[config.mk]
export PLATFORM = sky130hd
export DESIGN_NAME = conv1d_input_feeder_flat
export DESIGN_NICKNAME = d
export VERILOG_FILES = /design/src/rtl/conv1d_pkg.sv /design/src/rtl/conv1d_input_feeder_if.sv /design/src/rtl/conv1d_ring_addr_gen.sv /design/src/rtl/conv1d_input_feeder.sv /design/src/flat_wrapper.sv
export SDC_FILE = /design/constraint.sdc
export NUM_CORES = 1
export LEC_CHECK = 0
export ABC_AREA = 1
export CORE_UTILIZATION = 30
export DETAILED_ROUTE_END_ITERATION = 8
export PLACE_DENSITY_LB_ADDON = 0.25
export SKIP_CTS_REPAIR_TIMING = 1
export SYNTH_ARGS = -nofsm -noshare
export SYNTH_HDL_FRONTEND = slang
export SYNTH_SLANG_ARGS = --single-unit
[constraint.sdc]
create_clock -name i_clk -period 8.2 [get_ports i_clk]
set_input_delay 1.64 -clock i_clk [delete_from_list [all_inputs] [get_ports i_clk]]
set_output_delay 1.64 -clock i_clk [all_outputs]
set_load 0.03 [all_outputs]
[src/rtl/conv1d_pkg.sv]
// Shared constants and state type for the conv1d input feeder.
// The ring geometry and the CFU command codes live here.
package conv1d_pkg;

    localparam int unsigned KERNEL_LENGTH      = 8;
    localparam int unsigned PAD_PRE            = 4;
    localparam int unsigned PAD_POST           = KERNEL_LENGTH - 1 - PAD_PRE;
    localparam int unsigned MAX_INPUT_CHANNELS = 128;
    localparam int unsigned MAX_INPUT_SIZE     = 1024;

    localparam logic [6:0] CMD_WRITE_INPUT = 7'd1;
    localparam logic [6:0] CMD_START_X     = 7'd8;

    typedef enum logic [2:0] {
        StIdle,
        StPadPre,
        StData,
        StPadPost,
        StDrain
    } feeder_state_t;

endpackage

[src/rtl/conv1d_input_feeder_if.sv]
// Handshake and bus bundle between the activation source, the feeder and the conv1d buffer.
// The feeder uses the slave view; whoever drives the stream and consumes windows uses master.
interface conv1d_input_feeder_if;

    logic        start;
    logic [31:0] cfg_depth;
    logic [31:0] cfg_width;
    logic [7:0]  cfg_pad_value;
    logic        in_valid;
    logic [31:0] in_data;
    logic        in_ready;
    logic        wr_valid;
    logic [31:0] wr_addr;
    logic [31:0] wr_data;
    logic        window_valid;
    logic [2:0]  window_slot;
    logic        window_release;
    logic        busy;
    logic        done;
    logic        cfg_err;

    modport slave (
        input  start, cfg_depth, cfg_width, cfg_pad_value, in_valid, in_data, window_release,
        output in_ready, wr_valid, wr_addr, wr_data, window_valid, window_slot, busy, done,
        cfg_err
    );

    modport master (
        output start, cfg_depth, cfg_width, cfg_pad_value, in_valid, in_data, window_release,
        input  in_ready, wr_valid, wr_addr, wr_data, window_valid, window_slot, busy, done,
        cfg_err
    );

endinterface

[src/rtl/conv1d_ring_addr_gen.sv]
// Slot/word counters for the 8-slot input ring and the byte address of the current word.
// One step advances a word; the slot wraps 7->0 after the last word of a column.
module conv1d_ring_addr_gen (
    input  logic       i_clk,
    input  logic       i_reset,
    input  logic       i_clear,
    input  logic       i_step,
    input  logic [7:0] i_depth,
    output logic [2:0] o_slot,
    output logic       o_last,
    output logic [9:0] o_addr
);

    logic [2:0] r_slot;
    logic [4:0] r_word;
    logic [5:0] w_last_idx;
    logic [9:0] w_base;

    assign w_last_idx = i_depth[7:2] - 6'd1;
    // slot*depth never exceeds 7*128, so a 10-bit product is exact
    assign w_base     = 10'(r_slot) * {2'b00, i_depth};
    assign o_addr     = w_base + {3'b000, r_word, 2'b00};
    assign o_last     = ({1'b0, r_word} == w_last_idx);
    assign o_slot     = r_slot;

    always_ff @(posedge i_clk or posedge i_reset) begin
        if (i_reset) begin
            r_slot <= 3'd0;
            r_word <= 5'd0;
        end else if (i_clear) begin
            r_slot <= 3'd0;
            r_word <= 5'd0;
        end else if (i_step) begin
            if (o_last) begin
                r_word <= 5'd0;
                r_slot <= r_slot + 3'd1;
            end else begin
                r_word <= r_word + 5'd1;
            end
        end
    end

endmodule

[src/rtl/conv1d_input_feeder.sv]
// Turns a packed int8 activation stream into padded column writes of the conv1d input ring
// and publishes the oldest resident slot of each complete 8-column window.
module conv1d_input_feeder
    import conv1d_pkg::*;
(
    input logic                  i_clk,
    input logic                  i_reset,
    conv1d_input_feeder_if.slave io_bus
);

    localparam logic [10:0] PadPreEnd  = 11'(PAD_PRE - 1);
    localparam logic [10:0] PadPostEnd = 11'(PAD_PRE + PAD_POST - 1);

    feeder_state_t r_state, w_state_d;

    logic [7:0]  r_depth;
    logic [7:0]  r_pad;
    logic [10:0] r_width;
    logic [10:0] r_col_cnt;
    logic [10:0] r_win_cnt;
    logic [3:0]  r_resident;
    logic        r_wr_valid;
    logic [9:0]  r_wr_addr;
    logic [31:0] r_wr_data;
    logic        r_done;
    logic        r_cfg_err;

    logic        w_cfg_ok;
    logic        w_start_go;
    logic        w_busy;
    logic        w_full;
    logic        w_win_valid;
    logic        w_release;
    logic        w_free;
    logic        w_pad_phase;
    logic        w_issue;
    logic        w_last_word;
    logic        w_col_done;
    logic        w_last_rel;
    logic [2:0]  w_slot;
    logic [9:0]  w_addr;
    logic [10:0] w_data_end;
    logic [10:0] w_post_end;
    logic [31:0] w_wr_data;

    assign w_cfg_ok = (io_bus.cfg_depth >= 32'd4) && (io_bus.cfg_depth <= MAX_INPUT_CHANNELS) &&
                      (io_bus.cfg_depth[1:0] == 2'b00) && (io_bus.cfg_width >= 32'd1) &&
                      (io_bus.cfg_width <= MAX_INPUT_SIZE);
    assign w_start_go = (r_state == StIdle) && io_bus.start && w_cfg_ok;

    assign w_busy      = (r_state != StIdle);
    assign w_full      = (r_resident == 4'd8);
    assign w_win_valid = w_full && w_busy;
    assign w_release   = w_win_valid && io_bus.window_release;
    // a release frees the oldest slot in time for a same-cycle write into it
    assign w_free      = !w_full || w_release;
    assign w_pad_phase = (r_state == StPadPre) || (r_state == StPadPost);
    assign w_issue     = w_free && (w_pad_phase || ((r_state == StData) && io_bus.in_valid));
    assign w_col_done  = w_issue && w_last_word;
    assign w_last_rel  = w_release && (r_win_cnt == 11'd1);
    assign w_wr_data   = w_pad_phase ? {4{r_pad}} : io_bus.in_data;
    assign w_data_end  = r_width + PadPreEnd;
    assign w_post_end  = r_width + PadPostEnd;

    conv1d_ring_addr_gen u_addr_gen (
        .i_clk   (i_clk),
        .i_reset (i_reset),
        .i_clear (w_start_go),
        .i_step  (w_issue),
        .i_depth (r_depth),
        .o_slot  (w_slot),
        .o_last  (w_last_word),
        .o_addr  (w_addr)
    );

    always_comb begin
        w_state_d = r_state;
        unique case (r_state)
            StIdle:    if (w_start_go) w_state_d = StPadPre;
            StPadPre:  if (w_col_done && (r_col_cnt == PadPreEnd)) w_state_d = StData;
            StData:    if (w_col_done && (r_col_cnt == w_data_end)) w_state_d = StPadPost;
            StPadPost: if (w_col_done && (r_col_cnt == w_post_end)) w_state_d = StDrain;
            StDrain:   w_state_d = StDrain;
            default:   w_state_d = StIdle;
        endcase
        if (w_last_rel) w_state_d = StIdle;
    end

    always_ff @(posedge i_clk or posedge i_reset) begin
        if (i_reset) begin
            r_state    <= StIdle;
            r_depth    <= 8'd0;
            r_pad      <= 8'd0;
            r_width    <= 11'd0;
            r_col_cnt  <= 11'd0;
            r_win_cnt  <= 11'd0;
            r_resident <= 4'd0;
            r_wr_valid <= 1'b0;
            r_wr_addr  <= 10'd0;
            r_wr_data  <= 32'd0;
            r_done     <= 1'b0;
            r_cfg_err  <= 1'b0;
        end else begin
            r_state    <= w_state_d;
            r_wr_valid <= w_issue;
            r_done     <= w_last_rel;
            if (w_issue) begin
                r_wr_addr <= w_addr;
                r_wr_data <= w_wr_data;
            end
            if ((r_state == StIdle) && io_bus.start) begin
                r_cfg_err <= !w_cfg_ok;
                if (w_cfg_ok) begin
                    r_depth    <= io_bus.cfg_depth[7:0];
                    r_width    <= io_bus.cfg_width[10:0];
                    r_pad      <= io_bus.cfg_pad_value;
                    r_col_cnt  <= 11'd0;
                    r_win_cnt  <= io_bus.cfg_width[10:0];
                    r_resident <= 4'd0;
                end
            end else begin
                r_resident <= r_resident + 4'(w_col_done) - 4'(w_release);
                if (w_col_done) r_col_cnt <= r_col_cnt + 11'd1;
                if (w_release)  r_win_cnt <= r_win_cnt - 11'd1;
            end
        end
    end

    assign io_bus.in_ready     = (r_state == StData) && w_free;
    assign io_bus.wr_valid     = r_wr_valid;
    assign io_bus.wr_addr      = {22'd0, r_wr_addr};
    assign io_bus.wr_data      = r_wr_data;
    assign io_bus.window_valid = w_win_valid;
    // with 8 resident the oldest slot equals the next write slot
    assign io_bus.window_slot  = w_win_valid ? (w_slot - r_resident[2:0]) : 3'd0;
    assign io_bus.busy         = w_busy;
    assign io_bus.done         = r_done;
    assign io_bus.cfg_err      = r_cfg_err;

endmodule

[src/flat_wrapper.sv]
// flat-port wrapper written by rule: the top's interface ports become plain ports
module conv1d_input_feeder_flat import conv1d_pkg::*;
  (i_clk, i_reset, io_bus_start, io_bus_cfg_depth, io_bus_cfg_width, io_bus_cfg_pad_value, io_bus_in_valid, io_bus_in_data, io_bus_window_release, io_bus_in_ready, io_bus_wr_valid, io_bus_wr_addr, io_bus_wr_data, io_bus_window_valid, io_bus_window_slot, io_bus_busy, io_bus_done, io_bus_cfg_err);
  conv1d_input_feeder_if io_bus_i ();
  input logic i_clk;
  input logic i_reset;
  input wire logic [$bits(io_bus_i.start)-1:0] io_bus_start;
  input wire logic [$bits(io_bus_i.cfg_depth)-1:0] io_bus_cfg_depth;
  input wire logic [$bits(io_bus_i.cfg_width)-1:0] io_bus_cfg_width;
  input wire logic [$bits(io_bus_i.cfg_pad_value)-1:0] io_bus_cfg_pad_value;
  input wire logic [$bits(io_bus_i.in_valid)-1:0] io_bus_in_valid;
  input wire logic [$bits(io_bus_i.in_data)-1:0] io_bus_in_data;
  input wire logic [$bits(io_bus_i.window_release)-1:0] io_bus_window_release;
  output wire logic [$bits(io_bus_i.in_ready)-1:0] io_bus_in_ready;
  output wire logic [$bits(io_bus_i.wr_valid)-1:0] io_bus_wr_valid;
  output wire logic [$bits(io_bus_i.wr_addr)-1:0] io_bus_wr_addr;
  output wire logic [$bits(io_bus_i.wr_data)-1:0] io_bus_wr_data;
  output wire logic [$bits(io_bus_i.window_valid)-1:0] io_bus_window_valid;
  output wire logic [$bits(io_bus_i.window_slot)-1:0] io_bus_window_slot;
  output wire logic [$bits(io_bus_i.busy)-1:0] io_bus_busy;
  output wire logic [$bits(io_bus_i.done)-1:0] io_bus_done;
  output wire logic [$bits(io_bus_i.cfg_err)-1:0] io_bus_cfg_err;
  assign io_bus_i.start = io_bus_start;
  assign io_bus_i.cfg_depth = io_bus_cfg_depth;
  assign io_bus_i.cfg_width = io_bus_cfg_width;
  assign io_bus_i.cfg_pad_value = io_bus_cfg_pad_value;
  assign io_bus_i.in_valid = io_bus_in_valid;
  assign io_bus_i.in_data = io_bus_in_data;
  assign io_bus_i.window_release = io_bus_window_release;
  assign io_bus_in_ready = io_bus_i.in_ready;
  assign io_bus_wr_valid = io_bus_i.wr_valid;
  assign io_bus_wr_addr = io_bus_i.wr_addr;
  assign io_bus_wr_data = io_bus_i.wr_data;
  assign io_bus_window_valid = io_bus_i.window_valid;
  assign io_bus_window_slot = io_bus_i.window_slot;
  assign io_bus_busy = io_bus_i.busy;
  assign io_bus_done = io_bus_i.done;
  assign io_bus_cfg_err = io_bus_i.cfg_err;
  conv1d_input_feeder u_core (.i_clk(i_clk), .i_reset(i_reset), .io_bus(io_bus_i));
endmodule
# After elaboration in Yosys (flattened, before gate mapping)
# Index checks and enable logic that the tools add are counted.
[op_classes]
n_eq_ne = 15
n_addsub = 11
mul = 1
magnitude_cmp = 4
n_mux = 22
n_reduce_logical = 33
[op_table]
columns = ["op", "count"]
rows = [
  ["$mux W11", 6],
  ["$ge A32 B1 Y1 const B", 1],
  ["$ge A32 B3 Y1 const B", 1],
  ["$le A32 B11 Y1 const B", 1],
  ["$le A32 B8 Y1 const B", 1],
  ["$mux W32", 1],
  ["$mux W3", 9],
  ["$eq A11 B11 Y1", 2],
  ["$logic_and A1 B1 Y1", 16],
  ["$mux W5", 3],
  ["$pmux W3 S5", 1],
  ["$ne A3 B2 Y1 const B", 4],
  ["$add A11 B1 Y11 const B", 1],
  ["$add A11 B2 Y11 const B", 1],
  ["$add A11 B3 Y11 const B", 1],
  ["$eq A11 B1 Y1 const B", 1],
  ["$eq A11 B2 Y1 const B", 1],
  ["$sub A11 B1 Y11 const B", 1],
  ["$add A10 B7 Y10", 1],
  ["$mul A3 B8 Y10", 1],
  ["$mux W4", 2],
  ["$reduce_and A2 Y1", 4],
  ["$reduce_bool A2 Y1", 4],
  ["$eq A3 B2 Y1 const B", 2],
  ["other kinds (17)", 20],
]
[totals]
reg_bits = 109
output_inout_bits = 73
wordCells = 100
in_bits = 109

# Longest topological paths before layout
[logic_depth]
depth_word = 10
mapped_depth = 17
depth_no_buf = 17

# Cells and area by module
# A second synthesis with hierarchy kept.
[hier_totals]
cells_unflattened = 1034
hier_area_um2 = 7392.1
[modules_own_cells]
columns = ["mod", "seq_area_each_um2", "cells_each", "instances", "area_each_um2"]
rows = [
  ["conv1d_input_feeder", 2527.4, 837, 1, 6015.8],
  ["conv1d_ring_addr_gen", 200.2, 197, 1, 1376.3],
]

# Worst setup path after synthesis
# Ideal clock, no wire load.
[synth_timing]
path_type = "input-to-output"
startpoint = "input io_bus_window_release"
endpoint = "output io_bus_in_ready"
required_time_ns = 6.560
n_path_buf = 0
t_arrival_ns = 2.258
setup_slack_ns = 4.302
path_stages = 4
path_cell_list = "inv_1 o21bai_2 inv_1 nor2_1"
[synth_between]
elab_chain_cells = 3
[synth_lines]
columns = ["element", "line_no", "source"]
rows = [
  ["start: declaration", "flat_wrapper.sv:13", "input wire logic [$bits(io_bus_i.window_release)-1:0] io_bus_window_release;"],
  ["$logic_and A1 B1 Y1", "conv1d_input_feeder.sv:54", "assign w_release = w_win_valid && io_bus.window_release;"],
  ["$logic_or A1 B1 Y1", "conv1d_input_feeder.sv:56", "assign w_free = !w_full || w_release;"],
  ["$logic_and A1 B1 Y1", "conv1d_input_feeder.sv:129", "assign io_bus.in_ready = (r_state == StData) && w_free;"],
  ["end: declaration", "flat_wrapper.sv:14", "output wire logic [$bits(io_bus_i.in_ready)-1:0] io_bus_in_ready;"],
]
# Every way passes these cells.

# Worst setup path in the final report
# Same ends and word-level chain as after synthesis.

==> impl_metrics.json <==
{
  "hpwl_um": 14100,
  "io_pins": 182,
  "cts.clk_slew.worst_paths_ps": 80,
  "tightestPinTransition_ps": 1077,
  "cp.buffers_inverters": 4,
  "initial_core_util_pct": 31.03,
  "diodes": 0,
  "ys_warn_count": 0,
  "detail-route-antenna-nets": 0,
  "cts_tree": "built",
  "fin_ws_ps": 3447,
  "avgSynthCellArea_um2": 7.293,
  "slowest_delay_ps": 670,
  "cts_root_buffer": "clkbuf_16",
  "drive_gt1_share_pct": 3.479,
  "fp.dieW_um": 156.0,
  "syn_to_final_growth_pct": 29.21,
  "ys_async_sr_fraction_pct": 100.0,
  "place_inst": 1418,
  "final_max_slew_viol_count": 0,
  "worstSkewPairLatency_ps": 360,
  "worstSetupPathType": "primary input to output port",
  "yosysUniqueCellTypes": 39,
  "die_h_um": 156.0,
  "vias": 6417,
  "cts.sink_count": 109,
  "place_area_um2": 8885,
  "crit_path_end_kind": "output port",
  "synth-main-ff-cell": "dfrtp_1",
  "grtUsageTotal_pct": 15.75,
  "finalSetupTns_ps": 0,
  "power.density_nw_per_um2": 282.3,
  "ys_seq_elements": 109,
  "drc_errors": 0,
  "clockBufferDepth": 2,
  "stdcell_count": 1434,
  "grt_overflow_total": 0,
  "syn_inst": 975,
  "critPathTopFamily": "buffers and inverters",
  "worstPathCellList": "clkdlybuf4s50_1, inv_1, o21bai_2, inv_1, nor2_1, clkdlybuf4s50_1",
  "dieArea_um2": 24320,
  "drt-total-wl_um": 18570,
  "htree_num_levels": 3,
  "ir_drop_uv": 129.2,
  "rows": 55,
  "grt_max_degree": 75,
  "relSlewSlack_pct": 28.20,
  "max_freq_mhz": 210.4,
  "hold_viol": 0,
  "drt_iter0_drc": 327,
  "portBuffers": 159,
  "coreArea_um2": 22920,
  "worst-path-max-fanout": 2,
  "slowest_stage": "clkdlybuf4s50_1",
  "period_share_pct": 57.97,
  "cp.arrival_ps": 3110,
  "pre_cts_ws_ps": 3447,
  "power_w": 0.002593,
  "ys_seq_area_share_pct": 38.36,
  "timing.final.crit_period_ps": 4753,
  "rsz0062_at_grt": "false",
  "place.gp.congestion": 0.8497,
  "finalSetupViolCount": 0,
  "startpoint_type": "primary input",
  "numCtsBuffers": 9,
  "required_ps": 6560,
  "max_cap_viol_count": 0,
  "fin_skew_ps": 10.46,
  "synth_edf_count": 0,
  "layout_commonest_cell": "nand2_1",
  "netlist_area_um2": 7111,
  "grt_pass1_vias": 6055,
  "antenna_found_initial": 0,
  "fin_area_um2": 9188,
  "nets": 1265,
  "p_leak_nw": 4.418,
  "status": "finished clean",
  "grt_first_pass_wirelength_um": 30590,
  "routedWlPerCell_um": 12.95,
  "dr.pass1.iters": 5,
  "via_per_inst": 4.475,
  "hp-class": "flip-flop to flip-flop",
  "layout_common_cells": "nand2_1 (284), clkdlybuf4s50_1 (159), nor2_1 (130)"
}
==> final cells by class <==
class	instances	area, um2
Multi-Input combinational cell	708	3680
Clock buffer	9	225.2
Timing Repair Buffer	161	1607
Inverter	127	479.2
Clock inverter	7	77.57
Fill cell	2405	13730
Tap cell	313	391.6
Sequential cell	109	2728
==> cell families after synthesis <==
kind of cell | synth area share [%]
buffers and inverters | 11.00
AOI/OAI and AO/OA | 9.977
adders and majority gates | 8.517
and+or+nand+nor | 28.15
DFF | 38.36
other | 0.05274
xor gates and xnor gates | 3.942
==> routing by layer <==
metal | global-route usage, % | share of wire, %
met1 | 21.07 | 47
met2 | 26.30 | 47
met3 | 2.833 | 4.4
met4 | 3.595 | 1.2
met5 | 0 | 0
==> cells in the mapped netlist (2+ instances only) <==
library cell	number	share of area (%)
buf_2	9	0.63
inv_1	120	6.3
a21oi_1	15	1.1
o22ai_1	9	0.79
buf_4	24	2.5
nand3_1	46	3.2
nand2_1	284	15
a31oi_1	35	3.1
ha_1	26	4.6
nor2_2	3	0.26
xnor2_1	14	1.7
inv_2	6	0.32
nand4_1	12	1.1
nor2_1	130	6.9
o21ai_0	56	3.9
nand2_2	3	0.26
clkbuf_1	16	0.84
dfrtp_1	109	38
nand2_4	2	0.32
nor3_1	3	0.21
fa_1	14	3.9
nor2_4	2	0.32
o211ai_1	4	0.42
xor2_1	18	2.2
==> final timing paths <==
path / end / startpoint / depth (start not counted) / slack, ps
worst max-delay path: io_bus_in_ready / io_bus_window_release / 6 / 3450
worst min-delay path: u_core.r_pad[1] / u_core.r_pad[1] / 2 / 480
worst max register to register: u_core.u_addr_gen.r_word[3] / u_core.r_state[2] / 7 / 4700
worst min register to register: u_core.r_pad[1] / u_core.r_pad[1] / 2 / 480
max in group asynchronous: u_core.r_width[10] / i_reset / 3 / 5210
min in group asynchronous: u_core.io_bus.wr_data[3] / i_reset / 2 / 1660
==> sequential cells by signal, summed over array words and instances (netlist names), 3 cells and up <==
| register | flops |
|---|---|
| u_core.io_bus.wr_data | 32 |
| u_core.r_col_cnt | 11 |
| u_core.r_width | 11 |
| u_core.r_win_cnt | 11 |
| u_core.r_wr_addr | 10 |
| u_core.r_depth | 8 |
| u_core.r_pad | 8 |
| u_core.u_addr_gen.r_word | 5 |
| u_core.r_resident | 4 |
| u_core.r_state | 3 |
| u_core.u_addr_gen.o_slot | 3 |
==> worst register-to-register path, cell delays in order (launching register included) <==
cell	delay (ps)
dfrtp_1	410
inv_1	90
nand2_2	390
o21ai_0	230
nand2_1	520
inv_2	1020
o21ai_0	470
o22ai_1	280
==> report_power, final <==
group	switching [W]	leakage, nW	total (W)	internal (W)
Combinational	0.000818	2.96	0.00133	0.000509
Clock	0.000224	0.144	0.000441	0.000217
Sequential	0.000112	1.31	0.000825	0.000713
Total	0.00115	4.42	0.00259	0.00144
==> through the flow <==
stage / hold slack, ps / utilization, %
2_1_floorplan: 449.2 / -
3_3_place_gp: 462.0 / 38.77
3_5_place_dp: 466.0 / 38.77
4_1_cts: 487.8 / 40.09
5_1_grt: 499.8 / 40.09
6_report: 482.7 / 40.09
Power figures use the tool's default switching activity.
